$ cat src/rtl/mouse_click_if.sv
// Mouse signal bundle between the mouse controller and the click conditioner.
// master drives the raw inputs, slave produces the conditioned outputs.
interface mouse_click_if;
  logic        left_raw;
  logic [11:0] xpos_raw;
  logic [11:0] ypos_raw;
  logic        mouse_left;
  logic        mouse_click;
  logic [11:0] mouse_xpos;
  logic [11:0] mouse_ypos;
  logic [11:0] click_xpos;
  logic [11:0] click_ypos;

  modport master (
    output left_raw, xpos_raw, ypos_raw,
    input  mouse_left, mouse_click,
    input  mouse_xpos, mouse_ypos,
    input  click_xpos, click_ypos
  );

  modport slave (
    input  left_raw, xpos_raw, ypos_raw,
    output mouse_left, mouse_click,
    output mouse_xpos, mouse_ypos,
    output click_xpos, click_ypos
  );
endinterface

$ cat src/rtl/mouse_click_ctl.sv
// Left-button sync/debounce, cursor clamp and click capture
// for the 65 MHz pixel-clock domain.
module mouse_click_ctl #(
  parameter int DEBOUNCE_CYCLES = 65000,
  parameter int X_MAX           = 1023,
  parameter int Y_MAX           = 767
) (
  input  logic          clk,
  input  logic          rst,
  mouse_click_if.slave  mif
);

  localparam int CW =
    (DEBOUNCE_CYCLES > 1) ? $clog2(DEBOUNCE_CYCLES) : 1;
  localparam logic [CW-1:0] CNT_MAX = CW'(DEBOUNCE_CYCLES - 1);
  localparam logic [11:0]   XM      = 12'(X_MAX);
  localparam logic [11:0]   YM      = 12'(Y_MAX);

  localparam logic [1:0] S_IDLE     = 2'd0;
  localparam logic [1:0] S_PRESS_W  = 2'd1;
  localparam logic [1:0] S_PRESSED  = 2'd2;
  localparam logic [1:0] S_REL_W    = 2'd3;

  logic          sync1_q, sync1_d;
  logic          left_s_q, left_s_d;
  logic [11:0]   px_q, px_d;
  logic [11:0]   py_q, py_d;
  logic [11:0]   mx_q, mx_d;
  logic [11:0]   my_q, my_d;
  logic [11:0]   cx_q, cx_d;
  logic [11:0]   cy_q, cy_d;
  logic [1:0]    state_q, state_d;
  logic [CW-1:0] cnt_q, cnt_d;
  logic          left_q, left_d;
  logic          click_q, click_d;

  always_comb begin
    sync1_d  = mif.left_raw;
    left_s_d = sync1_q;
    px_d     = mif.xpos_raw;
    py_d     = mif.ypos_raw;
    mx_d     = (px_q > XM) ? XM : px_q;
    my_d     = (py_q > YM) ? YM : py_q;
    state_d  = state_q;
    cnt_d    = cnt_q;
    unique case (state_q)
      S_IDLE: begin
        if (left_s_q) begin
          state_d = S_PRESS_W;
          cnt_d   = '0;
        end
      end
      S_PRESS_W: begin
        if (!left_s_q) begin
          state_d = S_IDLE;
        end else if (cnt_q == CNT_MAX) begin
          state_d = S_PRESSED;
        end else begin
          cnt_d = cnt_q + CW'(1);
        end
      end
      S_PRESSED: begin
        if (!left_s_q) begin
          state_d = S_REL_W;
          cnt_d   = '0;
        end
      end
      S_REL_W: begin
        if (left_s_q) begin
          state_d = S_PRESSED;
        end else if (cnt_q == CNT_MAX) begin
          state_d = S_IDLE;
        end else begin
          cnt_d = cnt_q + CW'(1);
        end
      end
      default: state_d = S_IDLE;
    endcase
    left_d  = (state_d == S_PRESSED) || (state_d == S_REL_W);
    click_d = (state_q == S_PRESS_W) && (state_d == S_PRESSED);
    // Capture the same clamped value that lands on mouse_xpos/ypos.
    cx_d    = click_d ? mx_d : cx_q;
    cy_d    = click_d ? my_d : cy_q;
  end

  always_ff @(posedge clk or negedge rst) begin
    if (!rst) begin
      sync1_q  <= 1'b0;
      left_s_q <= 1'b0;
      px_q     <= '0;
      py_q     <= '0;
      mx_q     <= '0;
      my_q     <= '0;
      cx_q     <= '0;
      cy_q     <= '0;
      state_q  <= S_IDLE;
      cnt_q    <= '0;
      left_q   <= 1'b0;
      click_q  <= 1'b0;
    end else begin
      sync1_q  <= sync1_d;
      left_s_q <= left_s_d;
      px_q     <= px_d;
      py_q     <= py_d;
      mx_q     <= mx_d;
      my_q     <= my_d;
      cx_q     <= cx_d;
      cy_q     <= cy_d;
      state_q  <= state_d;
      cnt_q    <= cnt_d;
      left_q   <= left_d;
      click_q  <= click_d;
    end
  end

  assign mif.mouse_left  = left_q;
  assign mif.mouse_click = click_q;
  assign mif.mouse_xpos  = mx_q;
  assign mif.mouse_ypos  = my_q;
  assign mif.click_xpos  = cx_q;
  assign mif.click_ypos  = cy_q;

endmodule

$ cat src/flat_wrapper.sv
// flat-port wrapper written by rule: the top's interface ports become plain ports
module mouse_click_ctl_flat 
#(
  parameter int DEBOUNCE_CYCLES = 65000,
  parameter int X_MAX           = 1023,
  parameter int Y_MAX           = 767
)
  (clk, rst, mif_left_raw, mif_xpos_raw, mif_ypos_raw, mif_mouse_left, mif_mouse_click, mif_mouse_xpos, mif_mouse_ypos, mif_click_xpos, mif_click_ypos);
  mouse_click_if mif_i ();
  input  logic clk;
  input  logic rst;
  input wire logic [$bits(mif_i.left_raw)-1:0] mif_left_raw;
  input wire logic [$bits(mif_i.xpos_raw)-1:0] mif_xpos_raw;
  input wire logic [$bits(mif_i.ypos_raw)-1:0] mif_ypos_raw;
  output wire logic [$bits(mif_i.mouse_left)-1:0] mif_mouse_left;
  output wire logic [$bits(mif_i.mouse_click)-1:0] mif_mouse_click;
  output wire logic [$bits(mif_i.mouse_xpos)-1:0] mif_mouse_xpos;
  output wire logic [$bits(mif_i.mouse_ypos)-1:0] mif_mouse_ypos;
  output wire logic [$bits(mif_i.click_xpos)-1:0] mif_click_xpos;
  output wire logic [$bits(mif_i.click_ypos)-1:0] mif_click_ypos;
  assign mif_i.left_raw = mif_left_raw;
  assign mif_i.xpos_raw = mif_xpos_raw;
  assign mif_i.ypos_raw = mif_ypos_raw;
  assign mif_mouse_left = mif_i.mouse_left;
  assign mif_mouse_click = mif_i.mouse_click;
  assign mif_mouse_xpos = mif_i.mouse_xpos;
  assign mif_mouse_ypos = mif_i.mouse_ypos;
  assign mif_click_xpos = mif_i.click_xpos;
  assign mif_click_ypos = mif_i.click_ypos;
  mouse_click_ctl #(.DEBOUNCE_CYCLES(DEBOUNCE_CYCLES), .X_MAX(X_MAX), .Y_MAX(Y_MAX)) u_core (.clk(clk), .rst(rst), .mif(mif_i));
endmodule
$ cat config.mk
export PLATFORM = sky130hd
export DESIGN_NAME = mouse_click_ctl_flat
export DESIGN_NICKNAME = d
export VERILOG_FILES = /design/src/rtl/mouse_click_if.sv /design/src/rtl/mouse_click_ctl.sv /design/src/flat_wrapper.sv
export SDC_FILE = /design/constraint.sdc
export NUM_CORES = 1
export LEC_CHECK = 0
export ABC_AREA = 1
export CORE_UTILIZATION = 40
export CTS_CLUSTER_DIAMETER = 50
export DETAILED_ROUTE_END_ITERATION = 16
export GPL_TIMING_DRIVEN = 0
export HOLD_SLACK_MARGIN = 0.1
export PLACE_DENSITY = 0.68
export SLEW_MARGIN = 20
export SYNTH_ARGS = -nofsm -noshare
export SYNTH_HDL_FRONTEND = slang
export SYNTH_SLANG_ARGS = --single-unit
export TNS_END_PERCENT = 1
$ cat constraint.sdc
create_clock -name clk -period 4.5 [get_ports clk]
set_input_delay 0.9 -clock clk [delete_from_list [all_inputs] [get_ports clk]]
set_output_delay 0.9 -clock clk [all_outputs]
set_load 0.005 [all_outputs]
# Yosys cells after proc, flatten, opt, wreduce, memory -nomap -nowiden

Cells that the tools add are included.

Add/sub/neg operators: 1
Equal/unequal tests: 10
Multiplexer cells: 15
Reduce and logical (&&, ||, !) cells: 4
Magnitude comparators: 2

Operators by type and width:

| cell                                                                     | count |
|---|---|
| 16-bit two-way mux                                                       | 5 |
| 16-bit one-hot mux with 4 select lines                                   | 1 |
| 12-bit by 10-bit > comparator with 1-bit output (second input constant)  | 2 |
| 12-bit two-way mux                                                       | 2 |
| 16-bit by 1-bit adder with 16-bit output (second input constant)         | 1 |
| 16-bit == test (second input constant)                                   | 1 |
| 2-bit two-way mux                                                        | 6 |
| 2-bit == test (second input constant)                                    | 4 |
| 2-bit one-hot mux with 4 select lines                                    | 1 |
| 2-bit by 1-bit inequality test with 1-bit output (second input constant) | 2 |
| 2-bit inequality test (second input constant)                            | 2 |
| 4-bit AND reduction                                                      | 1 |
| 2-bit by 1-bit == test with 1-bit output (second input constant)         | 1 |
| 2-bit logical NOT                                                        | 1 |
| 1-bit logical AND                                                        | 1 |
| 1-bit logical OR                                                         | 1 |

Logic and storage cells: 44
Flip-flop bits (word level): 94
Output and inout port bits: 50

# Logic depth before layout (Yosys ltp)

Word-level depth: 6
Mapped depth: 10

# Worst setup path before layout

OpenSTA, ideal clock, no wires.

Path kind: reg-to-reg
From: register u_core.cnt_q[0]
To: register u_core.cx_q[0], in the netlist u_core.mif.click_xpos[0]
Clock period less this slack: 1.523 ns
Required time: 4.385 ns
Path buffers: 1
Setup slack: 2.977 ns
Setup time: 0.115 ns
Stages on the path, launching flop included: 10
Arrival time: 1.408 ns
Cell sequence: dfrtp_1 > ha_1 > nand2_1 > nor2_1 > nand2_2 > nor2_8 > nand2_4 > buf_6 > o21ai_2 > inv_2

Word-level cells in the longest chain between the ends: 6
Elaborated cells between the ends (all ways): 8

RTL lines:

| what                                        | RTL line                                     | source |
|---|---|---|
| start: declaration                          | mouse_click_ctl.sv:33                        | `logic [CW-1:0] cnt_q, cnt_d;` |
| start signal: assignment                    | mouse_click_ctl.sv:110                       | `cnt_q <= cnt_d;` |
| 16-bit == test *                            | mouse_click_ctl.sv:56, mouse_click_ctl.sv:71 |  |
| 2-bit two-way mux, on equally long branches | mouse_click_ctl.sv:71, mouse_click_ctl.sv:56 |  |
| 2-bit two-way mux, on equally long branches | mouse_click_ctl.sv:69, mouse_click_ctl.sv:54 |  |
| 2-bit one-hot mux with 4 select lines *     | mouse_click_ctl.sv:46                        | `unique case (state_q)` |
| 2-bit == test *                             | mouse_click_ctl.sv:80                        | `click_d = (state_q == S_PRESS_W) && (state_d == S_PRESSED);` |
| 1-bit logical AND *                         | mouse_click_ctl.sv:80                        |  |
| end signal: assignment                      | mouse_click_ctl.sv:94                        | `cx_q <= '0;` |
| end signal: assignment                      | mouse_click_ctl.sv:107                       | `cx_q <= cx_d;` |
| end: declaration                            | mouse_click_ctl.sv:30                        | `logic [11:0] cx_q, cx_d;` |

Every way passes the cells marked *; elsewhere a longest branch is shown, timed or not.
A chain may end at the register's enable or synchronous reset.

# Worst setup path after layout

From: register u_core.cy_q[8], in the netlist u_core.mif.click_ypos[8]
To: output port mif_click_ypos[8]

RTL lines:

| what                     | RTL line               | source |
|---|---|---|
| start: declaration       | mouse_click_ctl.sv:31  | `logic [11:0] cy_q, cy_d;` |
| start signal: assignment | mouse_click_ctl.sv:108 | `cy_q <= cy_d;` |
| end: declaration         | flat_wrapper.sv:20     | `output wire logic [$bits(mif_i.click_ypos)-1:0] mif_click_ypos;` |

No word-level cell between the ends.

==> impl.org <==
** Floorplanning
- The floorplan step set the die width to 99.8 µm.
- After floorplanning, the core was divided into 35 placement rows.
- In this run the count of I/O pins placed on the die edge is 77.
- Effective utilization at floorplan :: 41.4%
- The core region is 9240 µm².
- Measured along the y axis, the die boundary spans 99.8 µm.
- Die Outline Area :: 9960 µm²

** Clock network
- Buffers added to address setup during post-CTS repair amount to 0.
- CTS H-tree depth :: 3
- Source-to-sink clock delay at the later pin of the worst-skew pair :: 360 ps
- After clock tree synthesis, the clock-pin slew on the worst setup and hold paths is 90 ps.
- Buffer type at the clock tree root :: clkbuf_8
- Post-CTS resize count :: 0
- Total number of clock tree sinks :: 94
- CTS Hold Bufs :: 0
- No sink is reached through more buffers than the 2 on the longest clock path.
- TritonCTS built the clock tree.
- Number of clock buffers inserted by TritonCTS :: 9

** Critical path
- Crit path max-delay cell type :: clkdlybuf4s50_1
- The worst setup path is of the flip-flop to output pin kind.
- The worst setup path is launched from a flip-flop.
- Buffers plus inverters on the worst setup path :: 1
- Of all nets on the critical path, the largest fanout is 2.
- For this run, the slowest stage of the critical path takes 550 ps.
- Required @ worst endpoint :: 3600 ps
- Top Family by Delay on Critical Path :: buffers and inverters
- Chain of cells forming the critical path :: clkdlybuf4s50_1
- Data on the critical path arrives at its endpoint at 1260 ps.
- Crit path capture type :: output pin

** Timing
- Slew Limit Fails :: 0
- Headroom to the max-slew limit came out at 51.6%.
- Share of the clock period used by the worst path after layout :: 48.1%
- The number of failing hold endpoints at the final stage came to 0.
- Setup repair after global routing left no endpoint under its margin.
- Maximum clock frequency :: 462 MHz
- Setup violations remaining at the end of the flow were counted as 0.
- Slew @ Worst Pin :: 724 ps
- For the final database, setup skew stands at 13.1 ps.
- After routing, the total negative slack on setup checks comes to 0 ps.
- After layout, the minimum clock period comes to 2160 ps.

** Min path
- Hold Path Class :: flip-flop to flip-flop

** Power
- Power Density :: 317 nW/µm²
- Max rail drop VDD :: 153 µV
- Overall power after layout :: 1.59 mW
- In this run the static leakage power is 2.32 nW.

** Route
- After detailed routing, the average wire length per cell comes to 11.9 µm.
- The detailed router put a total of 3.21 mm of wire on met1.
- Number of design-rule violations left by the first detailed-router iteration :: 95
- For this run, design rule violations remaining after detail routing come to 0.
- Met3 Routed Length :: 201 µm
- WL met2 :: 3.55 mm
- Dividing the detail-routed via count by the number of cells gives 4.38.
- Post-DRT Antenna Nets :: 0
- Total via count after detailed routing :: 2646
- The pre-antenna-repair detailed-routing pass consisted of 4 iterations.
- Highest Signal Layer :: met4
- Final Routed Wirelength :: 7.17 mm

** Final layout
- The post-route netlist has 22.1% of its cells at a drive strength greater than 1.
- Inserted Diodes :: 0
- Highest-count cells in the layout ignoring fill and taps :: dfrtp_1 (94), clkdlybuf4s50_1 (75), nand2_1 (72)
- Relative to the synthesized area, the layout overhead comes to 30.9%.
- The library cell used most frequently in the layout, excluding fill and tap cells, is dfrtp_1.
- Total number of nets in the final design :: 499
- Cells fill 54.2% of the core in the end.

** Global routing
- Wire length of the first global-routing pass :: 12.4 mm
- Vias in the first global route :: 2637
- Entering global routing, the biggest net connects 66 pins.
- Initial antenna violation count :: 0
- Overall overflow remaining after global route :: 0
- For this run, the total global-route usage over all layers was measured as 16.1%.

** Place
- Final weighted congestion in routability-driven placement :: 0.834
- DP Wirelength :: 5.13 mm
- Count of buffers inserted at the top-level ports :: 76

** Synth
- Of the synthesized area, sequential elements account for 61.5%.
- Synth unique cells :: 26
- After synthesis the cells add up to 3830 µm².
- Number of instances in the synthesized netlist :: 380
- Total of flip-flops plus latches after synthesis :: 94
- After synthesis, the mean cell area works out to 10.1 µm².
- Yosys warning total :: 0

** Job
- Number of max-cap violations :: 0

** Outcome
- The run finished with clean final reports.
[worst register-to-register path: cells and delay by family (launching register included)]
| kind | cells | cell delay [ps] |
|---|---|---|
| AO/OA/AOI/OAI | 1 | 130 |
| adder cells (fa/ha/maj) | 1 | 260 |
| buffers and inverters | 2 | 210 |
| flip-flops | 1 | 430 |
| AND/OR/NAND/NOR | 5 | 590 |
[sequential cells by signal (all words and copies together), names as in the netlist, 2 cells and up]
| signal | cells |
|---|---|
| u_core.cnt_q | 16 |
| u_core.mif.mouse_xpos | 12 |
| u_core.mif.click_ypos | 12 |
| u_core.state_q | 2 |
| u_core.px_q | 12 |
| u_core.mif.mouse_ypos | 12 |
| u_core.mif.click_xpos | 12 |
| u_core.py_q | 12 |
[layer usage]
| layer | track usage [%] | vias to the layer above |
|---|---|---|
| met4 | 8.14 | 0 |
| li1 | - | 1320 |
| met3 | 3.69 | 17 |
| met5 | 0 | - |
| met1 | 19.9 | 1266 |
| met2 | 26.7 | 43 |
[per-stage QoR]
| step | hold slack (ps) | cell area (µm²) | instances | worst slack [ps] |
|---|---|---|---|---|
| floorplan | 331 | 3840 | 383 | 2980 |
| global placement | 336 | 4760 | 588 | -813 |
| detailed placement | 336 | 4790 | 589 | 2720 |
| CTS | 356 | 5010 | 604 | 2320 |
| global route | 375 | 5010 | 604 | 2290 |
| finish | 355 | 5010 | 604 | 2340 |
[layout make-up]
cell class	count	area, µm²
clock buffer	9	124
sequential	94	2350
clock inverter	6	95.1
multi-input combinational	211	1140
inverter	71	272
fill	818	4230
timing repair buffer	77	790
tap	129	161
buffer	7	71.3
[cell usage after synthesis]
library cell / n / area share, %
dfrtp_1: 94 / 61
nand2_1: 72 / 7.1
inv_1: 50 / 4.9
nor2_1: 31 / 3.0
nand2_2: 22 / 3.6
o21ai_2: 22 / 5.0
inv_2: 20 / 2.0
nand3_1: 10 / 1.3
or2_2: 10 / 1.6
nand4_1: 9 / 1.5
o21ai_0: 7 / 0.92
buf_6: 6 / 1.8
xor2_1: 5 / 1.1
a21oi_1: 3 / 0.39
nor3_1: 3 / 0.39
o21bai_1: 3 / 0.59
nand2_4: 2 / 0.59
nor2_2: 2 / 0.33
nor2_8: 2 / 1.0
and2_1: 1 / 0.16
buf_1: 1 / 0.098
clkinv_4: 1 / 0.23
conb_1: 1 / 0.098
ha_1: 1 / 0.33
nor2_4: 1 / 0.29
o21ai_1: 1 / 0.13
[power by group]
| part | switching, mW | leakage (nW) | internal, mW |
|---|---|---|---|
| clock | 0.300 | 0.104 | 0.316 |
| combinational | 0.0466 | 1.06 | 0.0465 |
| sequential | 0.00943 | 1.15 | 0.867 |
[logic make-up after synthesis]
| logic type | after synthesis | synth area share (%) |
|---|---|---|
| AND/OR/NAND/NOR | 165 | 20.9 |
| other | 1 | 0.0980 |
| AO/OA/AOI/OAI | 36 | 7.06 |
| flip-flops | 94 | 61.5 |
| adder cells (fa/ha/maj) | 1 | 0.327 |
| XOR/XNOR | 5 | 1.14 |
| buffers and inverters | 78 | 8.96 |
[final timing paths]
path	cells past startpoint	startpoint	slack (ps)	to
hold / removal	0	u_core.left_s_d	350	u_core.left_s_q
setup reg to reg	9	u_core.cnt_q[0]	2790	u_core.mif.click_xpos[2]
max in group asynchronous	2	rst	3510	u_core.mif.click_xpos[8]
setup / recovery	1	u_core.mif.click_ypos[8]	2340	mif_click_ypos[8]
min in group asynchronous	1	rst	400	u_core.mif.mouse_ypos[1]
hold reg to reg	0	u_core.left_s_d	350	u_core.left_s_q
No activity file was read; power rests on OpenSTA's default activity.
